## src/rtl/spi_flash_pkg.sv

```systemverilog
// Shared command codes, FSM encoding and byte-lane helper for the SPI flash responder.
package spi_flash_pkg;

    localparam logic [7:0] CMD_READ   = 8'h03;
    localparam logic [7:0] CMD_RDSR   = 8'h05;
    localparam int         ADDR_BYTES = 3;
    localparam int         ADDR_BITS  = ADDR_BYTES * 8;

    typedef enum logic [2:0] {
        IDLE,
        CMD,
        ADDR,
        DATA,
        STAT,
        IGNORE
    } state_e;

    // Big-endian lane select: sel 0 is the most significant byte.
    function automatic logic [7:0] word_byte(input logic [31:0] word, input logic [1:0] sel);
        logic [7:0] b;
        case (sel)
            2'd0:    b = word[31:24];
            2'd1:    b = word[23:16];
            2'd2:    b = word[15:8];
            default: b = word[7:0];
        endcase
        return b;
    endfunction

endpackage

```

## src/rtl/spi_slave_sync_edge.sv

```systemverilog
// Oversampling front end: synchronises SCK, SS and MOSI and flags SCK rise/fall and SS fall.
module spi_slave_sync_edge #(
    parameter int SYNC_STAGES = 2
) (
    input  logic clk_i,
    input  logic rst_i,
    input  logic sck_i,
    input  logic ss_i,
    input  logic mosi_i,
    output logic sck_rise_o,
    output logic sck_fall_o,
    output logic ss_fall_o,
    output logic ss_high_o,
    output logic mosi_o
);

    logic [SYNC_STAGES-1:0] sck_sync_q;
    logic [SYNC_STAGES-1:0] ss_sync_q;
    logic [SYNC_STAGES-1:0] mosi_sync_q;
    logic                   sck_prev_q;
    logic                   ss_prev_q;

    // SS resets to its inactive level so leaving reset never looks like a select.
    always_ff @(posedge clk_i or posedge rst_i) begin
        if (rst_i) begin
            sck_sync_q  <= '0;
            ss_sync_q   <= '1;
            mosi_sync_q <= '0;
            sck_prev_q  <= 1'b0;
            ss_prev_q   <= 1'b1;
        end else begin
            // NOTE: non-blocking assignments keep every stage one clock apart; blocking ones would collapse the chain.
            sck_sync_q  <= {sck_sync_q[SYNC_STAGES-2:0], sck_i};
            ss_sync_q   <= {ss_sync_q[SYNC_STAGES-2:0], ss_i};
            mosi_sync_q <= {mosi_sync_q[SYNC_STAGES-2:0], mosi_i};
            sck_prev_q  <= sck_sync_q[SYNC_STAGES-1];
            ss_prev_q   <= ss_sync_q[SYNC_STAGES-1];
        end
    end

    assign sck_rise_o = sck_sync_q[SYNC_STAGES-1] & ~sck_prev_q;
    assign sck_fall_o = ~sck_sync_q[SYNC_STAGES-1] & sck_prev_q;
    assign ss_fall_o  = ~ss_sync_q[SYNC_STAGES-1] & ss_prev_q;
    assign ss_high_o  = ss_sync_q[SYNC_STAGES-1];
    assign mosi_o     = mosi_sync_q[SYNC_STAGES-1];

endmodule

```

## src/rtl/spi_flash_responder.sv

```systemverilog
// SPI mode-0 flash emulation: answers READ (0x03) from a word-wide memory port and READ STATUS (0x05).
module spi_flash_responder
    import spi_flash_pkg::*;
#(
    parameter int MEM_DATA_WIDTH    = 32,
    parameter int MEM_ADDRESS_WIDTH = 13,
    parameter int SYNC_STAGES       = 2
) (
    input  logic                         master_clk_i,
    input  logic                         master_rst_i,
    input  logic                         SCK_SPI,
    input  logic                         SS,
    input  logic                         MOSI,
    output logic                         MISO,
    output logic [MEM_ADDRESS_WIDTH-1:0] mem_address_o,
    output logic                         mem_re_o,
    input  logic [MEM_DATA_WIDTH-1:0]    mem_data_i,
    input  logic [7:0]                   status_i,
    output logic                         active_o,
    output logic                         error_o
);

    // Only the address bits that reach the memory port are kept; higher ones shift out unused.
    localparam int SHIFT_W = (MEM_ADDRESS_WIDTH + 1 > 7) ? MEM_ADDRESS_WIDTH + 1 : 7;

    logic sck_rise, sck_fall, ss_fall, ss_high, mosi_s;

    spi_slave_sync_edge #(
        .SYNC_STAGES(SYNC_STAGES)
    ) u_sync (
        .clk_i     (master_clk_i),
        .rst_i     (master_rst_i),
        .sck_i     (SCK_SPI),
        .ss_i      (SS),
        .mosi_i    (MOSI),
        .sck_rise_o(sck_rise),
        .sck_fall_o(sck_fall),
        .ss_fall_o (ss_fall),
        .ss_high_o (ss_high),
        .mosi_o    (mosi_s)
    );

    state_e                         state_q;
    logic [4:0]                     bit_cnt_q;
    logic [SHIFT_W-1:0]             shift_q;
    logic [7:0]                     tx_q;
    logic                           miso_q;
    logic [MEM_ADDRESS_WIDTH-1:0]   mem_address_q;
    logic                           mem_re_q;
    logic                           rd_pend_q;
    logic [1:0]                     byte_sel_q;
    logic                           active_q;
    logic                           error_q;
    logic [MEM_DATA_WIDTH-1:0]      buf_q;

    logic [7:0] cmd_d;
    logic [7:0] tx_byte_d;

    assign cmd_d     = {shift_q[6:0], mosi_s};
    assign tx_byte_d = (state_q == DATA) ? word_byte(buf_q, byte_sel_q) : status_i;

    always_ff @(posedge master_clk_i or posedge master_rst_i) begin
        if (master_rst_i) begin
            state_q       <= IDLE;
            bit_cnt_q     <= '0;
            shift_q       <= '0;
            tx_q          <= '0;
            miso_q        <= 1'b0;
            mem_address_q <= '0;
            mem_re_q      <= 1'b0;
            rd_pend_q     <= 1'b0;
            byte_sel_q    <= '0;
            active_q      <= 1'b0;
            error_q       <= 1'b0;
        end else begin
            mem_re_q  <= 1'b0;
            error_q   <= 1'b0;
            rd_pend_q <= mem_re_q;

            // A deselect overrides any SCK edge seen in the same cycle.
            if (ss_high) begin
                state_q   <= IDLE;
                bit_cnt_q <= '0;
                miso_q    <= 1'b0;
                active_q  <= 1'b0;
            end else if (ss_fall) begin
                state_q   <= CMD;
                bit_cnt_q <= '0;
            end else begin
                case (state_q)
                    CMD: begin
                        if (sck_rise) begin
                            shift_q <= {shift_q[SHIFT_W-2:0], mosi_s};
                            if (bit_cnt_q == 5'd7) begin
                                bit_cnt_q <= '0;
                                case (cmd_d)
                                    CMD_READ: begin
                                        state_q  <= ADDR;
                                        active_q <= 1'b1;
                                    end
                                    CMD_RDSR: begin
                                        state_q  <= STAT;
                                        active_q <= 1'b1;
                                    end
                                    default: begin
                                        state_q <= IGNORE;
                                        error_q <= 1'b1;
                                    end
                                endcase
                            end else begin
                                bit_cnt_q <= bit_cnt_q + 5'd1;
                            end
                        end
                    end
                    ADDR: begin
                        if (sck_rise) begin
                            shift_q <= {shift_q[SHIFT_W-2:0], mosi_s};
                            if (bit_cnt_q == 5'(ADDR_BITS - 1)) begin
                                mem_address_q <= shift_q[MEM_ADDRESS_WIDTH:1];
                                byte_sel_q    <= {shift_q[0], mosi_s};
                                mem_re_q      <= 1'b1;
                                bit_cnt_q     <= '0;
                                state_q       <= DATA;
                            end else begin
                                bit_cnt_q <= bit_cnt_q + 5'd1;
                            end
                        end
                    end
                    DATA, STAT: begin
                        if (sck_fall) begin
                            if (bit_cnt_q == 5'd0) begin
                                miso_q <= tx_byte_d[7];
                                tx_q   <= {tx_byte_d[6:0], 1'b0};
                                if (state_q == DATA) begin
                                    byte_sel_q <= byte_sel_q + 2'd1;
                                    // Last lane of the word goes out: prefetch the next word now.
                                    if (byte_sel_q == 2'd3) begin
                                        mem_address_q <= mem_address_q + MEM_ADDRESS_WIDTH'(1);
                                        mem_re_q      <= 1'b1;
                                    end
                                end
                            end else begin
                                miso_q <= tx_q[7];
                                tx_q   <= {tx_q[6:0], 1'b0};
                            end
                            bit_cnt_q <= (bit_cnt_q == 5'd7) ? 5'd0 : bit_cnt_q + 5'd1;
                        end
                    end
                    default: ;
                endcase
            end
        end
    end

    // NOTE: the word buffer is pure datapath, always written before it is read, so it carries no reset.
    always_ff @(posedge master_clk_i) begin
        if (rd_pend_q) begin
            buf_q <= mem_data_i;
        end
    end

    assign MISO          = miso_q;
    assign mem_address_o = mem_address_q;
    assign mem_re_o      = mem_re_q;
    assign active_o      = active_q;
    assign error_o       = error_q;

endmodule

```

## config.mk

```make
export PLATFORM = sky130hd
export DESIGN_NAME = spi_flash_responder
export DESIGN_NICKNAME = d
export VERILOG_FILES = /design/src/rtl/spi_flash_pkg.sv /design/src/rtl/spi_slave_sync_edge.sv /design/src/rtl/spi_flash_responder.sv
export SDC_FILE = /design/constraint.sdc
export NUM_CORES = 1
export LEC_CHECK = 0
export ABC_CLOCK_PERIOD_IN_PS = 3100
export CAP_MARGIN = 20
export CORE_MARGIN = 2
export CORE_UTILIZATION = 28
export CTS_BUF_LIST = sky130_fd_sc_hd__clkbuf_8
export DETAILED_ROUTE_END_ITERATION = 8
export GPL_TIMING_DRIVEN = 0
export SLEW_MARGIN = 20
export SYNTH_ARGS = -nofsm -noshare
export SYNTH_HDL_FRONTEND = slang
export SYNTH_HIERARCHICAL = 1
export SYNTH_SLANG_ARGS = --single-unit
```

## constraint.sdc

```tcl
create_clock -name master_clk_i -period 3.1 [get_ports master_clk_i]
set_clock_uncertainty 0.2 [all_clocks]
set_input_delay 0.31 -clock master_clk_i [delete_from_list [all_inputs] [get_ports master_clk_i]]
set_output_delay 0.31 -clock master_clk_i [all_outputs]
set_load 0.05 [all_outputs]
```

**After elaboration in Yosys (flattened, before gate mapping)**

Cells that the tools add are included.

- Mux-type cells: 58
- Eq/ne operators: 23
- Reduce and logical (&&, ||, !) cells: 22
- Add/sub/neg operators: 3
- Bitwise operators: 7

Operator list:

| kind | number |
|---|---|
| $mux W13 | 6 |
| $mux W5 | 7 |
| $pmux W13 S2 | 1 |
| $mux W1 | 25 |
| $pmux W8 S3 | 1 |
| $ne A4 B3 Y1 const B | 5 |
| $mux W3 | 6 |
| $mux W8 | 2 |
| $pmux W5 S3 | 1 |
| $reduce_bool A2 Y1 | 7 |
| $add A13 B1 Y13 const B | 1 |
| $ne A2 B2 Y1 const B | 6 |
| $pmux W3 S2 | 2 |
| $reduce_and A4 Y1 | 3 |
| $mux W2 | 5 |
| $reduce_and A5 Y1 | 2 |
| $reduce_and A9 Y1 | 1 |
| $eq A8 B2 Y1 const B | 1 |
| $eq A8 B3 Y1 const B | 1 |
| $reduce_and A8 Y1 | 1 |
| $eq A3 B2 Y1 const B | 2 |
| $reduce_or A2 Y1 | 3 |
| $add A5 B1 Y5 const B | 1 |
| $eq A5 B3 Y1 const B | 1 |
| other kinds (16) | 22 |

- Output and inout bits: 17
- Word-level logic and storage cells: 130
- Register bits: 90
- Bits of input ports: 45

**Logic depth before layout (Yosys ltp)**

- Depth in word-level cells: 8
- Gate-level depth with buffers: 8
- Mapped depth without buffers: 7

**By module**

Netlist, hierarchy kept.

Modules (own cells, without submodules):

| module | seq. area each (sq um) | cells an instance | times used | area an instance (sq um) |
|---|---|---|---|---|
| spi_flash_responder | 2,187.1 | 361 | 1 | 3,925.0 |
| spi_slave_sync_edge | 203.9 | 12 | 1 | 229.0 |

**Least setup slack after synthesis**

OpenSTA, ideal clock, no wires.

- Path type: register to register
- Start point: register u_sync.ss_prev_q
- End point: register shift_q[0]
- Stages on the path, launching flop included: 7
- Library setup time: 0.125 ns
- Period minus slack after synthesis: 2.247 ns
- Buffers on the path: 2
- Slack: 0.853 ns
- Data required time: 2.775 ns
- Arrival time: 1.923 ns
- Cells stage by stage: dfstp_2 -> nor2b_1 -> or2_2 -> clkbuf_1 -> a211o_1 -> buf_1 -> mux2_2

- Longest elaborated chain between the ends: 3

Ends and longest elaborated chain:

| item | line | source |
|---|---|---|
| start: declaration | spi_slave_sync_edge.sv:21 | `logic ss_prev_q;` |
| start signal: assignment | spi_slave_sync_edge.sv:37 | `ss_prev_q <= ss_sync_q[SYNC_STAGES-1];` |
| $and A1 B1 Y1 | spi_slave_sync_edge.sv:43 | `assign ss_fall_o = ~ss_sync_q[SYNC_STAGES-1] & ss_prev_q;` |
| via ss_fall | spi_flash_responder.sv:26 | `logic sck_rise, sck_fall, ss_fall, ss_high, mosi_s;` |
| $not A1 Y1 (no line) | n/a |  |
| $reduce_and A4 Y1 (no line) | n/a |  |
| end signal: assignment | spi_flash_responder.sv:93 | `shift_q <= {shift_q[SHIFT_W-2:0], mosi_s};` |
| end signal: assignment | spi_flash_responder.sv:117 | `shift_q <= {shift_q[SHIFT_W-2:0], mosi_s};` |
| end: declaration | spi_flash_responder.sv:45 | `logic [SHIFT_W-1:0] shift_q;` |

The timed path passes the listed nets, and every way through them passes these cells.
A chain may end at the register's enable or synchronous reset.

**Final worst setup path**

- Start point: register bit_cnt_q[0]
- End point: register mem_address_q[9], in the netlist mem_address_o[9]

- Longest elaborated chain between the ends: 3
- Elaborated cells on any way between the ends: 5
- Classes of those cells: eq/ne: 3; reduce/logical: 2

Ends and longest elaborated chain:

| item | line | source |
|---|---|---|
| start: declaration | spi_flash_responder.sv:44 | `logic [4:0] bit_cnt_q;` |
| start signal: assignment | spi_flash_responder.sv:111 | `bit_cnt_q <= bit_cnt_q + 5'd1;` |
| start signal: assignment | spi_flash_responder.sv:125 | `bit_cnt_q <= bit_cnt_q + 5'd1;` |
| start signal: assignment | spi_flash_responder.sv:146 | `bit_cnt_q <= (bit_cnt_q == 5'd7) ? 5'd0 : bit_cnt_q + 5'd1;` |
| $eq A5 B5 Y1 / $logic_not A5 Y1 (equally long branches) | spi_flash_responder.sv:118, spi_flash_responder.sv:131 |  |
| $ne A2 B2 Y1 (no line) | n/a |  |
| $reduce_and A9 Y1 (no line) * | n/a |  |
| end signal: assignment | spi_flash_responder.sv:119 | `mem_address_q <= shift_q[MEM_ADDRESS_WIDTH:1];` |
| end signal: assignment | spi_flash_responder.sv:138 | `mem_address_q <= mem_address_q + MEM_ADDRESS_WIDTH'(1);` |
| end: declaration | spi_flash_responder.sv:48 | `logic [MEM_ADDRESS_WIDTH-1:0] mem_address_q;` |

Every way passes the cells marked *; elsewhere a longest branch is shown, timed or not.

==> flow_summary.yaml <==
sta:
  max_slew_margin_pct: 53.8
  slew_violations: 0
  hold_violations: 0
  grt_setup_unrepaired: "no"
  setup_slack_ns: 0.478
  holdWs_ns: 0.0386
  period_needed_ns: 2.62
  max_slew.worst_pin.slew_ns: 0.693
  fin_crit_sh_pct: 84.6
  finalSetupViolCount: 0
  tns_ns: 0
  max_clock_freq_mhz: 381
yosys:
  syn_avg_cell_area_um2: 11.1
  syn_area_um2: 4150
  synth-edff-count: 32
  ys_ff_latch: 89
  synth_ff_type: "dfrtp_1"
  synth_fp_nets: 426
  ys_async_sr_fraction_pct: 64.0
  synth_common_cells: "59 x nand2_1, 54 x dfrtp_1, 32 x edfxtp_1, 28 x a21oi_1, 21 x nor2_1"
  ys_top_cells_by_area: "dfrtp_1 33%, edfxtp_1 23%, nand2_1 5.3%"
  yosys.cell_types.count: 52
  yosysTopAreaCell: "dfrtp_1"
  synth_top_area_share_pct: 32.5
  yosysSeqAreaShare_pct: 57.6
  postSynthCellCount: 373
  ys.warnings.count: 6
  synth.most_common_cell: "nand2_1"
layout:
  fill_cells: 1466
  area_growth_pct: 26.0
  register_area_um2: 2390
  fin_cells: 635
  fin_nets: 499
  diodes: 0
  multi_input_comb_area_um2: 1620
  drive_gt1_share_pct: 13.5
critical_path:
  cp_num_buf_inv: 2
  reg2reg_depth: 7
  required_ns: 3.14
  critPathCaptureType: "register"
  rr_endpoint: "mem_address_o[9]$_DFFE_PP0P_"
  r2r_slack_ns: 0.48
  path_max_fanout: 10
  cp_slowest_cell: "a211oi_4"
  r2r-start: "bit_cnt_q[0]$_DFFE_PP0P_"
  worstSetupPathType: "reg -> reg"
  critPathTopFamily: "compound AO/OA/AOI/OAI gates"
  slowest_delay_ns: 0.56
  start_kind: "register"
  crit_chain: "inv_1, ha_1, nor4b_4, o211ai_2, a211oi_4, buf_4, a21oi_1"
  critical_path_arrival_ns: 2.67
grt:
  grt.total_usage_pct: 12.0
  grt_max_degree: 35
  grt_pass1_wl_um: 15100
  antenna_found_initial: 0
  grt_pass1_vias: 2969
  overflow: 0
placement:
  port_buffers: 61
  hpwl_um: 6760
  place_ws_ns: 0.466
  gp_congestion: 0.829
  dp.cells: 619
power:
  peakVddDrop_mv: 0.190
  p_int_mw: 1.76
  cellPowerDensity_nw_per_um2: 430
  sw_frac_of_total_pct: 21.6
  p_comb_share_pct: 5.9
  leakagePower_nw: 2.05
  power.net_switching_uw: 486
  pwr-share-clk_pct: 38.8
  power_frac_seq_pct: 55.3
routing:
  vias: 3124
  drc_errors: 0
  drt_iter0_markers: 246
  routed_via_density: 4.92
  drt-met1-wl_um: 4130
  detail-route-antenna-nets: 0
  dr.max_layer_used: "met4"
  wl_met3_um: 447
  dr_wl_met2_um: 4630
  first_pass_iters: 6
  drt-wirelength-per-cell_um: 14.7
  finalWirelength_um: 9360
floorplan:
  fp.coreArea_um2: 14500
  initial_utilization_pct: 28.6
  die_height_um: 126
  num_rows: 44
  io_pins: 62
  die_area_um2: 15800
  dieWidth_um: 126
run_status:
  status: "complete, no violations"
run:
  max_cap_viol_count: 0
min_path:
  min_path_type: "in -> async"
clocking:
  htreeDepth: 3
  ctsResizeCount: 0
  post_cts_buffers: 0
  clkSinkCount: 89
  cts_max_path_buffers: 2
  cts_tree: "built"
  cts.clk_slew.worst_paths_ns: 0.09
  cts_hold_buf: 0
  numCtsBuffers: 9
  cts_root_buf: "clkbuf_8"
  clk_latency_ns: 0.36
[power groups by stage]
stage | Sequential [mW] | Combinational, mW | Clock, mW
5_1_grt | 1.25 | 0.146 | 0.947
6_report | 1.24 | 0.132 | 0.872
3_5_place_dp | 1.27 | 0.133 | 0
3_3_place_gp | 1.27 | 0.128 | 0
2_1_floorplan | 1.27 | 0.0591 | 0
4_1_cts | 1.24 | 0.134 | 0.906
[worst max path at each step]
stage	startpoint	endpoint	slack, ns	cells after the start
2_1_floorplan	u_sync/ss_prev_q$_DFF_PP1_	shift_q[0]$_DFFE_PP0P_	0.85	6
3_3_place_gp	master_rst_i	bit_cnt_q[1]$_DFFE_PP0P_	0.40	2
3_5_place_dp	u_sync/ss_prev_q$_DFF_PP1_	shift_q[8]$_DFFE_PP0P_	0.47	6
4_1_cts	u_sync/ss_prev_q$_DFF_PP1_	shift_q[8]$_DFFE_PP0P_	0.45	6
5_1_grt	u_sync/ss_prev_q$_DFF_PP1_	shift_q[12]$_DFFE_PP0P_	0.26	6
6_report	bit_cnt_q[0]$_DFFE_PP0P_	mem_address_o[9]$_DFFE_PP0P_	0.48	7
[layer usage]
metal  global-route usage (%)  vias to the layer above
li1                         -                     1498
met5                        0                        -
met1                     15.5                     1528
met2                     19.8                       88
met3                     2.85                       10
met4                     4.07                        0
[metrics by stage]
stage	util, %	power, mW	instance area [um^2]
after CTS	36.0	2.28	5230
after global placement	34.4	1.40	4990
final	36.0	2.25	5230
after global routing	36.0	2.34	5230
after detailed placement	34.5	1.40	5020
after floorplan	-	1.32	4150
[state kept, by name, summed over array words and instances, names as in the netlist]
name / flops
MISO: 1
tx_q: 7
u_sync/sck_sync_q: 2
u_sync/mosi_sync_q: 2
byte_sel_q: 2
buf_q: 32
u_sync/ss_sync_q: 2
shift_q: 14
mem_address_o: 13
mem_re_o: 1
u_sync/sck_prev_q: 1
state_q: 3
active_o: 1
error_o: 1
bit_cnt_q: 5
u_sync/ss_prev_q: 1
rd_pend_q: 1
[layout by cell type, fill, tap and decap left out, types with 3 or more instances in the layout]
master / instances
clkbuf_1: 12
edfxtp_1: 32
dfrtp_1: 53
nand2_1: 59
nand2b_1: 7
a21oi_1: 28
a21oi_2: 8
inv_1: 11
mux2_2: 16
buf_2: 4
mux2i_1: 6
o31ai_1: 6
and3_1: 3
nand4_1: 5
a222oi_1: 8
o21ai_0: 14
ha_1: 8
nor2_1: 21
clkbuf_8: 9
o22ai_1: 9
clkdlybuf4s50_1: 61
dfstp_2: 3
nand3_1: 14
nor2b_1: 4
[cell families (layout without fill, tap and decap cells)]
logic type	count (synthesis)	in the layout	synth area share [%]
compound gates	87	87	14.3
simple gates	131	131	15.8
fa+ha+maj	8	8	2.41
buf+inv	33	111	3.55
mux	22	22	5.78
flops	89	89	57.6
xor+xnor	3	3	0.633
[final cells by class]
type,instances,share of cell area [%]
plain buffers,21,1.96
clock buffers,9,2.37
well taps,184,4.40
clock inverters,7,1.79
multi-input cells,251,30.9
inverters,12,0.861
flip-flops and latches,89,45.7
repair buffers,62,12.0
(Power assumes the default switching activity.)
